--- config.mk ---
export PLATFORM = sky130hd
export DESIGN_NAME = alu_8bit_ctrl_flat
export DESIGN_NICKNAME = d
export VERILOG_FILES = /design/src/rtl/alu_8bit_ctrl_if.sv /design/src/rtl/alu_8bit_ctrl.sv /design/src/flat_wrapper.sv
export SDC_FILE = /design/constraint.sdc
export NUM_CORES = 1
export LEC_CHECK = 0
export ABC_AREA = 0
export CAP_MARGIN = 20
export CORE_MARGIN = 4
export CORE_UTILIZATION = 50
export DETAILED_ROUTE_END_ITERATION = 12
export PLACE_DENSITY = 0.77
export SLEW_MARGIN = 15
export SYNTH_ARGS = -nofsm -noshare
export SYNTH_HDL_FRONTEND = slang
export SYNTH_SLANG_ARGS = --single-unit
--- constraint.sdc ---
create_clock -name clk -period 6.18 [get_ports clk]
set_input_delay 1.236 -clock clk [delete_from_list [all_inputs] [get_ports clk]]
set_output_delay 1.236 -clock clk [all_outputs]
set_load 0.02 [all_outputs]
--- src/rtl/alu_8bit_ctrl_if.sv ---
// Command, response and ALU-drive signals of the 8-bit ALU sequencer.
// The slave modport is the sequencer's view; the master modport is the environment's view.
interface alu_8bit_ctrl_if;
    logic       cmd_valid;
    logic       cmd_ready;
    logic [3:0] cmd_op;
    logic [7:0] cmd_a;
    logic [7:0] cmd_b;

    logic [7:0] alu_a;
    logic [7:0] alu_b;
    logic [2:0] alu_oper;
    logic [7:0] alu_sum;

    logic        rsp_valid;
    logic        rsp_ready;
    logic [15:0] rsp_data;
    logic        rsp_carry;
    logic        rsp_zero;
    logic        rsp_err;

    modport slave (
        input  cmd_valid, cmd_op, cmd_a, cmd_b, alu_sum, rsp_ready,
        output cmd_ready, alu_a, alu_b, alu_oper,
               rsp_valid, rsp_data, rsp_carry, rsp_zero, rsp_err
    );

    modport master (
        output cmd_valid, cmd_op, cmd_a, cmd_b, alu_sum, rsp_ready,
        input  cmd_ready, alu_a, alu_b, alu_oper,
               rsp_valid, rsp_data, rsp_carry, rsp_zero, rsp_err
    );
endinterface

--- src/rtl/alu_8bit_ctrl.sv ---
// Sequencer in front of an external 8-bit combinational ALU: single ALU ops,
// an 8x8->16 shift-add multiply through the ALU add path, and a held response.
module alu_8bit_ctrl (
    input  logic            clk,
    input  logic            rst,
    alu_8bit_ctrl_if.slave  bus
);

    typedef enum logic [1:0] {IDLE, EXEC, MUL, RESP} state_e;

    state_e      state_q, state_d;
    logic [7:0]  alu_a_q, alu_a_d;
    logic [7:0]  alu_b_q, alu_b_d;
    logic [2:0]  alu_oper_q, alu_oper_d;
    logic [7:0]  m_q, m_d;
    logic [15:0] p_q, p_d;
    logic [2:0]  count_q, count_d;
    logic [15:0] rsp_data_q, rsp_data_d;
    logic        rsp_carry_q, rsp_carry_d;
    logic        rsp_zero_q, rsp_zero_d;
    logic        rsp_err_q, rsp_err_d;

    logic [7:0]  alu_a_drv;
    logic [7:0]  alu_b_drv;
    logic [2:0]  alu_oper_drv;
    logic        mul_c;
    logic [15:0] p_next;

    // During MUL the ALU sees the live partial product; the registers capture it
    // every iteration so the outputs hold the last driven value after MUL ends.
    assign alu_a_drv    = (state_q == MUL) ? p_q[15:8] : alu_a_q;
    assign alu_b_drv    = (state_q == MUL) ? (p_q[0] ? m_q : 8'h00) : alu_b_q;
    assign alu_oper_drv = (state_q == MUL) ? 3'b000 : alu_oper_q;

    assign mul_c  = (bus.alu_sum < alu_a_drv);
    // The always-zero top bit of the 17-bit P is dropped; {c, sum, P[7:1]} is its lower 16 bits.
    assign p_next = {mul_c, bus.alu_sum, p_q[7:1]};

    // NOTE: every *_d gets its hold value first, so no branch can leave one
    // unassigned and infer a latch.
    always_comb begin
        state_d     = state_q;
        alu_a_d     = alu_a_q;
        alu_b_d     = alu_b_q;
        alu_oper_d  = alu_oper_q;
        m_d         = m_q;
        p_d         = p_q;
        count_d     = count_q;
        rsp_data_d  = rsp_data_q;
        rsp_carry_d = rsp_carry_q;
        rsp_zero_d  = rsp_zero_q;
        rsp_err_d   = rsp_err_q;

        case (state_q)
            IDLE: begin
                if (bus.cmd_valid) begin
                    if (!bus.cmd_op[3]) begin
                        alu_a_d    = bus.cmd_a;
                        alu_b_d    = bus.cmd_b;
                        alu_oper_d = bus.cmd_op[2:0];
                        state_d    = EXEC;
                    end else if (bus.cmd_op[2:0] == 3'b000) begin
                        m_d     = bus.cmd_a;
                        p_d     = {8'h00, bus.cmd_b};
                        count_d = 3'd0;
                        state_d = MUL;
                    end else begin
                        rsp_data_d  = 16'h0000;
                        rsp_carry_d = 1'b0;
                        rsp_zero_d  = 1'b0;
                        rsp_err_d   = 1'b1;
                        state_d     = RESP;
                    end
                end
            end

            EXEC: begin
                rsp_data_d = {8'h00, bus.alu_sum};
                rsp_zero_d = (bus.alu_sum == 8'h00);
                rsp_err_d  = 1'b0;
                case (alu_oper_q)
                    3'b000:  rsp_carry_d = (bus.alu_sum < alu_a_q);
                    3'b001:  rsp_carry_d = (alu_a_q < alu_b_q);
                    3'b010:  rsp_carry_d = (alu_b_q < alu_a_q);
                    default: rsp_carry_d = 1'b0;
                endcase
                state_d = RESP;
            end

            MUL: begin
                alu_a_d    = alu_a_drv;
                alu_b_d    = alu_b_drv;
                alu_oper_d = alu_oper_drv;
                p_d        = p_next;
                count_d    = count_q + 3'd1;
                if (count_q == 3'd7) begin
                    rsp_data_d  = p_next;
                    rsp_carry_d = (p_next[15:8] != 8'h00);
                    rsp_zero_d  = (p_next == 16'h0000);
                    rsp_err_d   = 1'b0;
                    state_d     = RESP;
                end
            end

            RESP: begin
                if (bus.rsp_ready) begin
                    state_d = IDLE;
                end
            end

            default: state_d = IDLE;
        endcase
    end

    // NOTE: state registers use non-blocking assignments so every flop samples
    // its pre-edge value regardless of process ordering.
    always_ff @(posedge clk or posedge rst) begin
        if (rst) begin
            state_q     <= IDLE;
            alu_a_q     <= 8'h00;
            alu_b_q     <= 8'h00;
            alu_oper_q  <= 3'b000;
            m_q         <= 8'h00;
            p_q         <= 16'h0000;
            count_q     <= 3'd0;
            rsp_data_q  <= 16'h0000;
            rsp_carry_q <= 1'b0;
            rsp_zero_q  <= 1'b0;
            rsp_err_q   <= 1'b0;
        end else begin
            state_q     <= state_d;
            alu_a_q     <= alu_a_d;
            alu_b_q     <= alu_b_d;
            alu_oper_q  <= alu_oper_d;
            m_q         <= m_d;
            p_q         <= p_d;
            count_q     <= count_d;
            rsp_data_q  <= rsp_data_d;
            rsp_carry_q <= rsp_carry_d;
            rsp_zero_q  <= rsp_zero_d;
            rsp_err_q   <= rsp_err_d;
        end
    end

    assign bus.cmd_ready = (state_q == IDLE);
    assign bus.rsp_valid = (state_q == RESP);
    assign bus.alu_a     = alu_a_drv;
    assign bus.alu_b     = alu_b_drv;
    assign bus.alu_oper  = alu_oper_drv;
    assign bus.rsp_data  = rsp_data_q;
    assign bus.rsp_carry = rsp_carry_q;
    assign bus.rsp_zero  = rsp_zero_q;
    assign bus.rsp_err   = rsp_err_q;

endmodule

--- src/flat_wrapper.sv ---
// flat-port wrapper written by rule: the top's interface ports become plain ports
module alu_8bit_ctrl_flat 
  (clk, rst, bus_cmd_valid, bus_cmd_op, bus_cmd_a, bus_cmd_b, bus_alu_sum, bus_rsp_ready, bus_cmd_ready, bus_alu_a, bus_alu_b, bus_alu_oper, bus_rsp_valid, bus_rsp_data, bus_rsp_carry, bus_rsp_zero, bus_rsp_err);
  alu_8bit_ctrl_if bus_i ();
  input  logic clk;
  input  logic rst;
  input wire logic [$bits(bus_i.cmd_valid)-1:0] bus_cmd_valid;
  input wire logic [$bits(bus_i.cmd_op)-1:0] bus_cmd_op;
  input wire logic [$bits(bus_i.cmd_a)-1:0] bus_cmd_a;
  input wire logic [$bits(bus_i.cmd_b)-1:0] bus_cmd_b;
  input wire logic [$bits(bus_i.alu_sum)-1:0] bus_alu_sum;
  input wire logic [$bits(bus_i.rsp_ready)-1:0] bus_rsp_ready;
  output wire logic [$bits(bus_i.cmd_ready)-1:0] bus_cmd_ready;
  output wire logic [$bits(bus_i.alu_a)-1:0] bus_alu_a;
  output wire logic [$bits(bus_i.alu_b)-1:0] bus_alu_b;
  output wire logic [$bits(bus_i.alu_oper)-1:0] bus_alu_oper;
  output wire logic [$bits(bus_i.rsp_valid)-1:0] bus_rsp_valid;
  output wire logic [$bits(bus_i.rsp_data)-1:0] bus_rsp_data;
  output wire logic [$bits(bus_i.rsp_carry)-1:0] bus_rsp_carry;
  output wire logic [$bits(bus_i.rsp_zero)-1:0] bus_rsp_zero;
  output wire logic [$bits(bus_i.rsp_err)-1:0] bus_rsp_err;
  assign bus_i.cmd_valid = bus_cmd_valid;
  assign bus_i.cmd_op = bus_cmd_op;
  assign bus_i.cmd_a = bus_cmd_a;
  assign bus_i.cmd_b = bus_cmd_b;
  assign bus_i.alu_sum = bus_alu_sum;
  assign bus_i.rsp_ready = bus_rsp_ready;
  assign bus_cmd_ready = bus_i.cmd_ready;
  assign bus_alu_a = bus_i.alu_a;
  assign bus_alu_b = bus_i.alu_b;
  assign bus_alu_oper = bus_i.alu_oper;
  assign bus_rsp_valid = bus_i.rsp_valid;
  assign bus_rsp_data = bus_i.rsp_data;
  assign bus_rsp_carry = bus_i.rsp_carry;
  assign bus_rsp_zero = bus_i.rsp_zero;
  assign bus_rsp_err = bus_i.rsp_err;
  alu_8bit_ctrl u_core (.clk(clk), .rst(rst), .bus(bus_i));
endmodule
=== Yosys cells after proc, flatten, opt, wreduce, memory -nomap -nowiden ===
Cells that the tools add are included.
W data, S select, Z words.

* Bits in registers: 67
* Output and inout port bits: 40

* Add/sub/neg operators: 1
* Order comparisons: 4
* Equal/unequal tests: 13
* Muxes and demuxes: 45
* Reductions and logical operators: 13

{| class="wikitable"
|+ Operators by type and width
! kind !! count
|-
| $mux W16 || 7
|-
| $mux W8 || 7
|-
| $pmux W16 S3 || 1
|-
| $lt A8 B8 Y1 || 4
|-
| $pmux W16 S2 || 1
|-
| $pmux W8 S2 || 2
|-
| $mux W3 || 6
|-
| $logic_not A16 Y1 || 1
|-
| $ne A2 B2 Y1 const B || 6
|-
| $pmux W1 S3 || 4
|-
| $pmux W3 S2 || 2
|-
| $mux W1 || 10
|-
| $logic_not A8 Y1 || 1
|-
| $mux W2 || 4
|-
| $pmux W2 S4 || 1
|-
| $reduce_and A4 Y1 || 2
|-
| $reduce_bool A8 Y1 || 1
|-
| $logic_not A3 Y1 || 2
|-
| $reduce_and A3 Y1 || 2
|-
| $reduce_and A5 Y1 || 1
|-
| $eq A2 B2 Y1 const B || 2
|-
| $add A3 B1 Y3 const B || 1
|-
| $eq A3 B1 Y1 const B || 1
|-
| $eq A3 B2 Y1 const B || 1
|-
| 6 further kinds || 6
|}

=== Longest topological paths before layout ===
Gate-level depths: netlist of the first run.

* Depth after elaboration: 6
* Mapped depth: 12
* Depth with buffers taken out: 10

=== Worst setup path after synthesis of the first run ===
No wires, ideal clock.

* Path kind: register -> output
* Start: reg u_core.state_q[0]
* End: out bus_alu_b[0]
* Data arrival time: 1.600 ns
* Data required time: 4.944 ns
* Path slack: 3.344 ns
* Cell stages (with the launch flop): 9
* Cells stage by stage: dfrtp_1 -> inv_1 -> ha_1 -> buf_2 -> and2_1 -> clkbuf_1 -> buf_2 -> nand2_1 -> o21ai_0

* Longest elaborated chain between the ends: 2

{| class="wikitable"
|+ RTL lines
! what !! line !! text
|-
| start, declared || alu_8bit_ctrl.sv:11 || <nowiki>state_e state_q, state_d;</nowiki>
|-
| start signal, assigned || alu_8bit_ctrl.sv:131 || <nowiki>state_q <= state_d;</nowiki>
|-
| $eq A2 B2 Y1 || alu_8bit_ctrl.sv:32 || <nowiki>assign alu_b_drv = (state_q == MUL) ? (p_q[0] ? m_q : 8'h00) : alu_b_q;</nowiki>
|-
| $mux W8 || alu_8bit_ctrl.sv:32 ||
|-
| end, declared || flat_wrapper.sv:15 || <nowiki>output wire logic [$bits(bus_i.alu_b)-1:0] bus_alu_b;</nowiki>
|}

No other way between the ends.

=== Worst setup path after layout of the first run ===
* Start: reg u_core.state_q[0]
* End: out bus_alu_a[1]

* Longest elaborated chain between the ends: 2

{| class="wikitable"
|+ RTL lines
! what !! line !! text
|-
| $eq A2 B2 Y1 || alu_8bit_ctrl.sv:31 || <nowiki>assign alu_a_drv = (state_q == MUL) ? p_q[15:8] : alu_a_q;</nowiki>
|-
| $mux W8 || alu_8bit_ctrl.sv:31 ||
|-
| end, declared || flat_wrapper.sv:14 || <nowiki>output wire logic [$bits(bus_i.alu_a)-1:0] bus_alu_a;</nowiki>
|}

No other way between the ends.

==> key figures, run 1 <==
Outcome
  • Status: finished, final reports clean

Cells and area
  • Share of cells above drive strength 1: 7.76%
  • ANT cells: 0
  • Fill cells: 638
  • Area of the multi-input gates: 0.00190 mm2
  • Design Area, Final: 0.00468 mm2
  • # nets final: 522
  • Register Area: 0.00168 mm2
  • Area grow syn2layout: 23.5%

Synth
  • Area contributors post-synth: dfrtp_1 (44%), ha_1 (9.6%), nand2_1 (5.9%)
  • Synth cell count leaders: dfrtp_1 (67), nand2_1 (60), ha_1 (29), nor2_1 (29), inv_1 (24)
  • Synth top area share: 44.2%
  • Synth warnings: 0
  • Most frequent cell after synthesis: dfrtp_1
  • Syn nets: 459
  • Top cell type by total area after synthesis: dfrtp_1
  • Post-synthesis cell type count: 48
  • Synth Area per Inst: 9.52 um2
  • Top_reg_cell synth: dfrtp_1
  • Post-Synthesis Cells: 398
  • Register area share after synthesis: 44.2%
  • Seq cells post-synth: 67
  • FFs w/ async S/R, synth: 100%
  • Post-synth EDFFs: 0
  • Post-Syn Area: 0.00379 mm2

Setup path
  • Reg2reg path depth: 11
  • Most used cell, CP: inv_1
  • Worst Setup End Kind: output port
  • CP Class: flop to output port
  • CP Launch Point: u_core.state_q[0]
  • Worst r2r dst: u_core.bus.rsp_zero
  • Reg-to-Reg Start: u_core.state_q[0]
  • CP peak stage delay: 0.60 ns
  • CP Data Required Time: 4.94 ns
  • Flop2flop setup slack: 3.02 ns
  • Crit path arrival time: 2.79 ns
  • Startpoint types: flop
  • Slowest stage cell on the critical path: clkdlybuf4s50_1
  • Worst setup path end: bus_alu_a[1]
  • Critical path fanouts, max: 28
  • Crit path cell chain: inv_1, ha_1, buf_4, inv_1, a21boi_0, inv_1, clkdlybuf4s50_1

Clock network
  • Max Buffers Root-to-Sink: 2
  • Clock buffer count from CTS: 9
  • Root Buffer Master: clkbuf_8
  • Sinks on the clock net: 67
  • Latest clock arrival within the worst-skew pair: 0.34 ns
  • Clock-pin slew on the worst setup and hold paths: 0.07 ns
  • PostCTS Resize Cnt: 0
  • CTS tree: built
  • CTS Hold Buffers Added: 0
  • Clock H-tree levels: 3
  • Post-CTS Setup Bufs: 0

Detailed routing
  • Via density: 5.75
  • Antenna Nets Post-Route: 0
  • Vias: 3240
  • Routed wire length: 9.78 mm
  • Drt drc: 0
  • First drt pass iteration count: 5
  • DR WL/cell: 17.4 um
  • Initial drt markers: 177

Worst hold path
  • Worst Hold Class: flop to flop
  • Hold Path Cell Cnt: 2

STA
  • Fmax: 248 MHz
  • Final setup fails: 0
  • Slew margin rel.: 30.5%
  • Final Cycle Share: 65.2%
  • Fin. max-slew vios: 0
  • Unrepaired setup endpoints after global routing: false
  • Final number of hold-violating endpoints: 0
  • Worst slew pin tran: 1.04 ns
  • Post-route setup slack: 2.15 ns
  • Clk_skew: 0.00667 ns
  • Total Negative Setup Slacks: 0 ns
  • Final min period: 4.03 ns

Die
  • IO Pins: 72
  • Die area: 0.00904 mm2
  • Row count: 31
  • Core Region: 0.00729 mm2
  • Die outline width: 95.1 um
  • Starting Density: 52.0%
  • Chip height: 95.1 um

Placement
  • GP Congestion: 0.875
  • Pre-CTS setup slack: 2.49 ns
  • Dpl hpwl: 7.34 mm
  • Placed inst area: 0.00453 mm2
  • Number of port buffers: 71

Power
  • Peak VDD IR: 296 uV
  • Leak Pwr: 2.08 nW
  • Power, Total: 2.67 mW
  • P per Cell Area: 572 mW/mm2

GRT
  • Initial antenna violation count: 0
  • Vias in the first global route: 3026
  • Largest net degree at the start of global routing: 68
  • First-pass GRT wire length: 15.5 mm
  • GRT overflow: 0
  • GRT Total Usage: 22.5%

Flow run
  • Max-Cap Viols: 0
## cells in the final DEF, fill, tap and decap left out, types with 16 or more instances in the layout
master	count
clkdlybuf4s50_1	71
dfrtp_1	67
nand2_1	60
nor2_1	29
ha_1	29
inv_1	23
o21ai_1	21
o21ai_0	19
a21oi_1	18
a22o_1	16
mux2i_1	16
## sequential cells by signal, indices dropped and copies added, names as in the netlist
register	flops
u_core.bus.rsp_data	16
u_core.p_q	16
u_core.alu_a_q	8
u_core.alu_b_q	8
u_core.m_q	8
u_core.alu_oper_q	3
u_core.count_q	3
u_core.state_q	2
u_core.bus.rsp_carry	1
u_core.bus.rsp_err	1
u_core.bus.rsp_zero	1
## worst min path at each step
| stage | from | endpoint | slack (ns) |
|---|---|---|---|
| floorplan | u_core.count_q[1] | u_core.count_q[1] | 0.44 |
| global placement | u_core.count_q[1] | u_core.count_q[1] | 0.46 |
| detailed placement | u_core.count_q[1] | u_core.count_q[1] | 0.47 |
| CTS | u_core.count_q[1] | u_core.count_q[1] | 0.49 |
| global route | u_core.count_q[0] | u_core.count_q[0] | 0.51 |
| finish | u_core.bus.rsp_err | u_core.bus.rsp_err | 0.48 |
## metal layers
layer	part of all wire, %	wire (um)	track usage [%]
met4	2.5	244	9.62
met1	44	4350	31.0
met2	47	4630	35.0
met5	0	0	0
met3	5.7	560	3.95
## per-stage QoR
step                cells  utilization [%]  hold slack (ns)
floorplan             398                -            0.441
global placement      549             62.1            0.455
detailed placement    549             62.1            0.472
CTS                   563             64.1            0.488
global route          563             64.2            0.515
finish                563             64.2            0.482
## critical path: cells and delay by family (launching register included)
family                     cells  cell delay, ns
AOI/OAI and AO/OA              1            0.30
DFF                            1            0.38
adders and majority gates      1            0.21
buffers and inverters          5            1.54
## final cells by class
| class | instances | area share [%] |
|---|---|---|
| clock buffers | 10 | 2.73 |
| multi-input cells | 284 | 40.6 |
| well taps | 99 | 2.65 |
| repair buffers | 75 | 15.8 |
| flip-flops and latches | 67 | 35.8 |
| clock inverters | 4 | 0.428 |
| inverters | 24 | 1.93 |
## logic make-up (layout without fill, tap and decap cells)
family / after synthesis / count (layout) / share of synthesized area, %
AO/OA/AOI/OAI: 111 / 111 / 19.3
adder cells (fa/ha/maj): 29 / 29 / 9.57
buffers and inverters: 47 / 113 / 5.68
flip-flops: 67 / 67 / 44.2
multiplexers: 24 / 24 / 6.60
AND/OR/NAND/NOR: 120 / 120 / 14.6
## where the power goes
| part | switching [mW] | internal, mW |
|---|---|---|
| Sequential | 0.155 | 0.631 |
| Clock | 0.160 | 0.138 |
| Combinational | 0.928 | 0.662 |
Note: power is estimated with default switching activity, not from simulation.
==> inputs of run 2 (changes only) <==
==> constraint.sdc (replaced) <==
create_clock -name clk -period 3.9 [get_ports clk]
set_input_delay 0.78 -clock clk [delete_from_list [all_inputs] [get_ports clk]]
set_output_delay 0.78 -clock clk [all_outputs]
set_load 0.02 [all_outputs]
==> run 2 against run 1 <==
Effect of this change:
- non-clock buffer count is 4 higher
- clock power is 80% higher
- core utilization up 0.94 points
- via count did not move
- setup slack worse by 1.6 ns
- combinational power up 62%
- global-route usage increased by 1.2 points
- critical path depth decreased by 1
- hold slack lost 0.0058 ns
- critical path type unchanged
==> key figures, run 2 (synthesized netlist as in run 1, its figures left out) <==
Power
  • Peak VDD IR: 480 uV (+62%)
  • Power, Total: 4.35 mW (+63%)
  • P per Cell Area: 916 mW/mm2 (+60%)
  • Leak Pwr: 2.10 nW (+0.74%)

STA
  • Final setup fails: 0 (unchanged)
  • Clk_skew: 0.00621 ns (-0.000462 ns)
  • Final hold slack: 0.476 ns (-0.00579 ns)
  • Post-route setup slack: 0.519 ns (-1.63 ns)
  • Worst slew pin tran: 0.853 ns (-0.190 ns)
  • Unrepaired setup endpoints after global routing: false
  • Fin. max-slew vios: 0 (unchanged)
  • Total Negative Setup Slacks: 0 ns (unchanged)
  • Final min period: 3.38 ns
  • Slew margin rel.: 43.2% (+13 points)
  • Final number of hold-violating endpoints: 0 (unchanged)
  • Final Cycle Share: 86.7%
  • Fmax: 296 MHz

GRT
  • Vias in the first global route: 3174 (+4.9%)
  • GRT overflow: 0 (unchanged)
  • First-pass GRT wire length: 16.2 mm (+4.5%)
  • Initial antenna violation count: 0 (unchanged)
  • GRT Total Usage: 23.7% (+1.2 points)
  • Largest net degree at the start of global routing: 68 (unchanged)

Flow run
  • Max-Cap Viols: 0 (unchanged)

Clock network
  • Post-CTS Setup Bufs: 0 (unchanged)
  • Clock H-tree levels: 3 (unchanged)
  • Clock-pin slew on the worst setup and hold paths: 0.07 ns (about the same)
  • Sinks on the clock net: 67 (unchanged)
  • Latest clock arrival within the worst-skew pair: 0.35 ns (about the same)
  • Clock buffer count from CTS: 9 (unchanged)
  • Root Buffer Master: clkbuf_8
  • CTS tree: built
  • Max Buffers Root-to-Sink: 2 (unchanged)
  • CTS Hold Buffers Added: 0 (unchanged)
  • PostCTS Resize Cnt: 0 (unchanged)

Die
  • Die outline width: 95.1 um (unchanged)
  • IO Pins: 72 (unchanged)
  • Core Region: 0.00729 mm2 (unchanged)
  • Chip height: 95.1 um (unchanged)
  • Starting Density: 52.0% (unchanged)
  • Row count: 31 (unchanged)
  • Die area: 0.00904 mm2 (unchanged)

Worst hold path
  • Worst Hold Class: flop to flop
  • Hold Path Cell Cnt: 2 (unchanged)
  • Hold wc startpoint: u_core.bus.rsp_data[6]
  • Hold Path End: u_core.bus.rsp_data[6]

Cells and area
  • Most common cell after layout, fill and taps aside: clkdlybuf4s50_1
  • Commonest non-fill, non-tap cells in the layout: clkdlybuf4s50_1 (71), dfrtp_1 (67), nand2_1 (60)
  • ANT cells: 0 (unchanged)
  • Layout Utilization: 65.1% (+0.94 points)
  • Share of cells above drive strength 1: 8.94% (+1.2 points)
  • # nets final: 526 (+0.77%)
  • Area grow syn2layout: 25.3%

Detailed routing
  • Vias: 3240 (unchanged)
  • DR WL/cell: 17.3 um (-0.15%)
  • Drt drc: 0 (unchanged)
  • First drt pass iteration count: 4 (-1)
  • Initial drt markers: 192 (+8.5%)
  • Routed wire length: 9.87 mm (+0.91%)
  • Via density: 5.69 (-1.1%)
  • Antenna Nets Post-Route: 0 (unchanged)

Placement
  • Number of port buffers: 71 (unchanged)
  • Pre-CTS setup slack: 0.929 ns (-1.56 ns)
  • Dpl hpwl: 7.54 mm (+2.6%)
  • GP Congestion: 0.920 (+5.1%)

Setup path
  • Reg2reg path depth: 11 (unchanged)
  • Critical path fanouts, max: 16 (-43%)
  • Flop2flop setup slack: 1.07 ns (-1.95 ns)
  • CP Data Required Time: 3.12 ns (-1.82 ns)
  • Crit path cell chain: inv_1, ha_1, buf_4, and2_1, a22o_1, clkdlybuf4s50_1
  • CP peak stage delay: 0.61 ns (about the same)
  • Worst Setup End Kind: output port
  • Worst r2r dst: u_core.bus.rsp_zero
  • Reg-to-Reg Start: u_core.state_q[0]
  • Slowest stage cell on the critical path: clkdlybuf4s50_1
  • Startpoint types: flop
  • CP Class: flop to output port
  • Crit path arrival time: 2.60 ns (-0.19 ns)

Outcome
  • Status: finished, final reports clean
==> run 2: changes by cell type in the layout (fill, tap and decap cells not counted) <==
cell and delta:
clkbuf_8 +2, clkinvlp_4 +5, clkbuf_1 -1, buf_4 +4, clkinv_2 -4, nor2b_2 -1
nor2b_1 +1
==> run 2: layout make-up <==
class | instances | area, um2
Fill cell | 637 | 2540
Multi-Input combinational cell | 284 | 1900
Sequential cell | 67 | 1680
Timing Repair Buffer | 79 | 771
Clock buffer | 11 | 151
Tap cell | 99 | 124
Inverter | 24 | 90.1
Clock inverter | 5 | 37.5
==> run 2: worst max-delay path: cells and delay by family (launching register included) <==
kind            cells  cell delay (ns)
compound gates      1             0.22
buf+inv             3             0.95
fa+ha+maj           1             0.18
flops               1             0.40
simple gates        1             0.48
==> run 2: worst max path at each step <==
| stage | startpoint | to | slack, ns | depth (start not counted) |
|---|---|---|---|---|
| 2_1_floorplan | rst | u_core.alu_a_q[0] | 1.44 | 1 |
| 3_3_place_gp | u_core.state_q[0] | bus_alu_b[6] | 0.94 | 6 |
| 3_5_place_dp | u_core.state_q[0] | bus_alu_b[4] | 0.93 | 6 |
| 4_1_cts | u_core.state_q[0] | bus_alu_b[4] | 0.52 | 6 |
| 5_1_grt | u_core.state_q[0] | bus_alu_b[0] | 0.35 | 7 |
| 6_report | u_core.state_q[0] | bus_alu_b[4] | 0.52 | 6 |
==> run 2: power by group <==
part / leakage [nW] / switching [mW] / internal, mW
Clock: 0.0798 / 0.273 / 0.265
Combinational: 1.17 / 1.48 / 1.08
Sequential: 0.845 / 0.249 / 0.999
Total: 2.10 / 2.01 / 2.35
==> run 2: per-layer routing <==
layer | share of wire, % | global-route usage [%]
met5 | 0 | 0
met4 | 2.6 | 10.7
met3 | 6.3 | 3.95
met2 | 47 | 36.9
met1 | 44 | 32.5
==> run 2: per-stage QoR <==
step           cells  cell area, um2
2_1_floorplan    398            3790
3_3_place_gp     553            4560
3_5_place_dp     553            4560
4_1_cts          569            4750
5_1_grt          569            4750
6_report         569            4750
==> inputs of run 3 (changes only) <==
--- a/config.mk
+++ b/config.mk
@@ -10,6 +10,7 @@
 export CORE_MARGIN = 4
 export CORE_UTILIZATION = 50
 export DETAILED_ROUTE_END_ITERATION = 12
+export GPL_ROUTABILITY_DRIVEN = 0
 export PLACE_DENSITY = 0.77
 export SLEW_MARGIN = 15
 export SYNTH_ARGS = -nofsm -noshare
==> run 3 against run 2 <==
Effect of this change:
- combinational power is essentially flat
- first-iteration DRC count increased by 43%
- hold slack better by 0.0029 ns
- fmax decreased by 0.24%
- total power grew 3.2%
- critical path depth increased by 1
- clock skew rose by 0.0085 ns
- flip-flop and latch count stayed put
- cell count did not move
- die area stayed put
- critical path type unchanged
- critical endpoint is now bus_alu_b[7]
==> key figures, run 3 (synthesized netlist as in run 1, its figures left out) <==
Outcome
  • Status: finished, final reports clean

Setup path
  • Crit path cell chain: inv_1, ha_1, buf_4, and2_1, nand2_1, o21ai_0, clkdlybuf4s50_1
  • Critical path fanouts, max: 16 (unchanged)
  • Flop2flop setup slack: 1.03 ns (-0.04 ns)
  • CP Data Required Time: 3.12 ns (about the same)
  • Reg-to-Reg Start: u_core.state_q[0]
  • Reg2reg path depth: 11 (unchanged)
  • Worst Setup End Kind: output port
  • Critical path's top delay family: buffers and inverters
  • Startpoint types: flop
  • CP peak stage delay: 0.64 ns (+0.03 ns)
  • Slowest stage cell on the critical path: clkdlybuf4s50_1
  • Crit path arrival time: 2.61 ns (about the same)
  • Worst Path Buf+Inv: 3 (unchanged)
  • CP Class: flop to output port
  • Worst r2r dst: u_core.bus.rsp_zero

Worst hold path
  • Worst Hold Class: flop to flop
  • Hold Path Cell Cnt: 2 (unchanged)
  • Hold wc startpoint: u_core.bus.rsp_data[6]
  • Hold Path End: u_core.bus.rsp_data[6]

Cells and area
  • Area of the multi-input gates: 0.00190 mm2 (unchanged)
  • Area grow syn2layout: 26.8%
  • Design Area, Final: 0.00481 mm2 (+1.2%)
  • Commonest non-fill, non-tap cells in the layout: clkdlybuf4s50_1 (71), dfrtp_1 (67), nand2_1 (60)
  • # nets final: 526 (unchanged)
  • Share of cells above drive strength 1: 8.94% (unchanged)
  • Most common cell after layout, fill and taps aside: clkdlybuf4s50_1
  • Finished Layout Cells: 569 (unchanged)
  • Fill cells: 614 (-3.6%)
  • Register Area: 0.00168 mm2 (unchanged)
  • ANT cells: 0 (unchanged)

Die
  • Core Region: 0.00729 mm2 (unchanged)
  • Die outline width: 95.1 um (unchanged)
  • Row count: 31 (unchanged)
  • Chip height: 95.1 um (unchanged)
  • IO Pins: 72 (unchanged)
  • Die area: 0.00904 mm2 (unchanged)
  • Starting Density: 52.0% (unchanged)

Detailed routing
  • Initial drt markers: 275 (+43%)
  • First drt pass iteration count: 5 (+1)
  • DR WL/cell: 17.0 um (-1.9%)
  • Drt drc: 0 (unchanged)
  • Via density: 5.62 (-1.2%)
  • Antenna Nets Post-Route: 0 (unchanged)
  • Routed wire length: 9.69 mm (-1.9%)
  • Vias: 3200 (-1.2%)

STA
  • Final number of hold-violating endpoints: 0 (unchanged)
  • Final Cycle Share: 86.9% (+0.21 points)
  • Post-route setup slack: 0.511 ns (-0.00801 ns)
  • Final setup fails: 0 (unchanged)
  • Fmax: 295 MHz (-0.24%)
  • Fin. max-slew vios: 0 (unchanged)
  • Slew margin rel.: 43.9% (+0.74 points)
  • Worst slew pin tran: 0.842 ns (-0.0111 ns)
  • Total Negative Setup Slacks: 0 ns (unchanged)
  • Clk_skew: 0.0147 ns (+0.00850 ns)
  • Final min period: 3.39 ns (+0.00801 ns)
  • Unrepaired setup endpoints after global routing: false

Clock network
  • PostCTS Resize Cnt: 0 (unchanged)
  • CTS tree: built
  • Root Buffer Master: clkbuf_8
  • Sinks on the clock net: 67 (unchanged)
  • Clock buffer count from CTS: 9 (unchanged)
  • Clock-pin slew on the worst setup and hold paths: 0.07 ns (about the same)
  • Max Buffers Root-to-Sink: 2 (unchanged)
  • CTS Hold Buffers Added: 0 (unchanged)
  • Post-CTS Setup Bufs: 0 (unchanged)
  • Latest clock arrival within the worst-skew pair: 0.35 ns (about the same)
  • Clock H-tree levels: 3 (unchanged)

GRT
  • Vias in the first global route: 3047 (-4.0%)
  • GRT overflow: 0 (unchanged)
  • Initial antenna violation count: 0 (unchanged)
  • Largest net degree at the start of global routing: 68 (unchanged)
  • GRT Total Usage: 23.0% (-0.77 points)
  • First-pass GRT wire length: 15.5 mm (-4.3%)

Placement
  • Dpl hpwl: 7.28 mm (-3.4%)
  • DP Cell Count: 553 (unchanged)
  • Pre-CTS setup slack: 0.902 ns (-0.0273 ns)
  • Number of port buffers: 71 (unchanged)
  • Placed inst area: 0.00456 mm2 (unchanged)

Power
  • P_sw: 1.98 mW (-1.3%)
  • Sequential share of power: 27.6% (-1.1 points)
  • Leak Pwr: 2.14 nW (+2.0%)
  • Peak VDD IR: 520 uV (+8.4%)
  • Clock power share: 15.5% (+3.2 points)
  • Int Power: 2.51 mW (+7.2%)
  • Sw frac: 44.1% (-2.0 points)
  • Logic gate share of total power: 56.9% (-2.1 points)
  • P per Cell Area: 935 mW/mm2 (+2.0%)

Flow run
  • Max-Cap Viols: 0 (unchanged)
-- run 3: final cells by class --
type | instances | share of cell area, %
flip-flops and latches | 67 | 34.9
clock inverters | 3 | 1.41
well taps | 99 | 2.58
inverters | 24 | 1.87
clock buffers | 13 | 3.72
repair buffers | 79 | 16.0
multi-input cells | 284 | 39.5
-- run 3: per-stage QoR --
| step | util (%) | power (mW) | hold WS [ns] |
|---|---|---|---|
| after floorplan | - | 2.95 | 0.441 |
| after global placement | 62.5 | 3.71 | 0.457 |
| after detailed placement | 62.5 | 3.79 | 0.463 |
| after CTS | 65.9 | 4.50 | 0.481 |
| after global routing | 65.9 | 4.84 | 0.510 |
| final | 65.9 | 4.49 | 0.479 |
-- run 3: worst max path at each step --
stage | from | end | slack, ns | depth (start not counted)
2_1_floorplan | rst | u_core.alu_a_q[0] | 1.44 | 1
3_3_place_gp | u_core.state_q[0] | bus_alu_b[6] | 0.94 | 6
3_5_place_dp | u_core.state_q[0] | bus_alu_b[7] | 0.90 | 7
4_1_cts | u_core.state_q[0] | bus_alu_b[7] | 0.51 | 7
5_1_grt | u_core.state_q[0] | bus_alu_b[7] | 0.32 | 7
6_report | u_core.state_q[0] | bus_alu_b[7] | 0.51 | 7
-- run 3: worst min-delay path: stages, from the launching register on --
cell	delay, ns
dfrtp_1	0.34
nand2_1	0.05
o21ai_0	0.06
-- run 3: metal layers --
layer / up-vias / wire (um) / track usage, %
li1: 1553 / - / -
met2: 125 / 4480 / 35.0
met3: 20 / 617 / 4.26
met4: 0 / 250 / 10.7
met1: 1502 / 4340 / 31.7
met5: - / 0 / 0
-- run 3: power groups by stage --
stage               logic (mW)  clock network [mW]  registers (mW)
finish                    2.56               0.696            1.24
global placement          2.47                   0            1.24
floorplan                 1.70                   0            1.25
CTS                       2.56               0.713            1.23
detailed placement        2.54                   0            1.25
global route              2.83               0.741            1.28
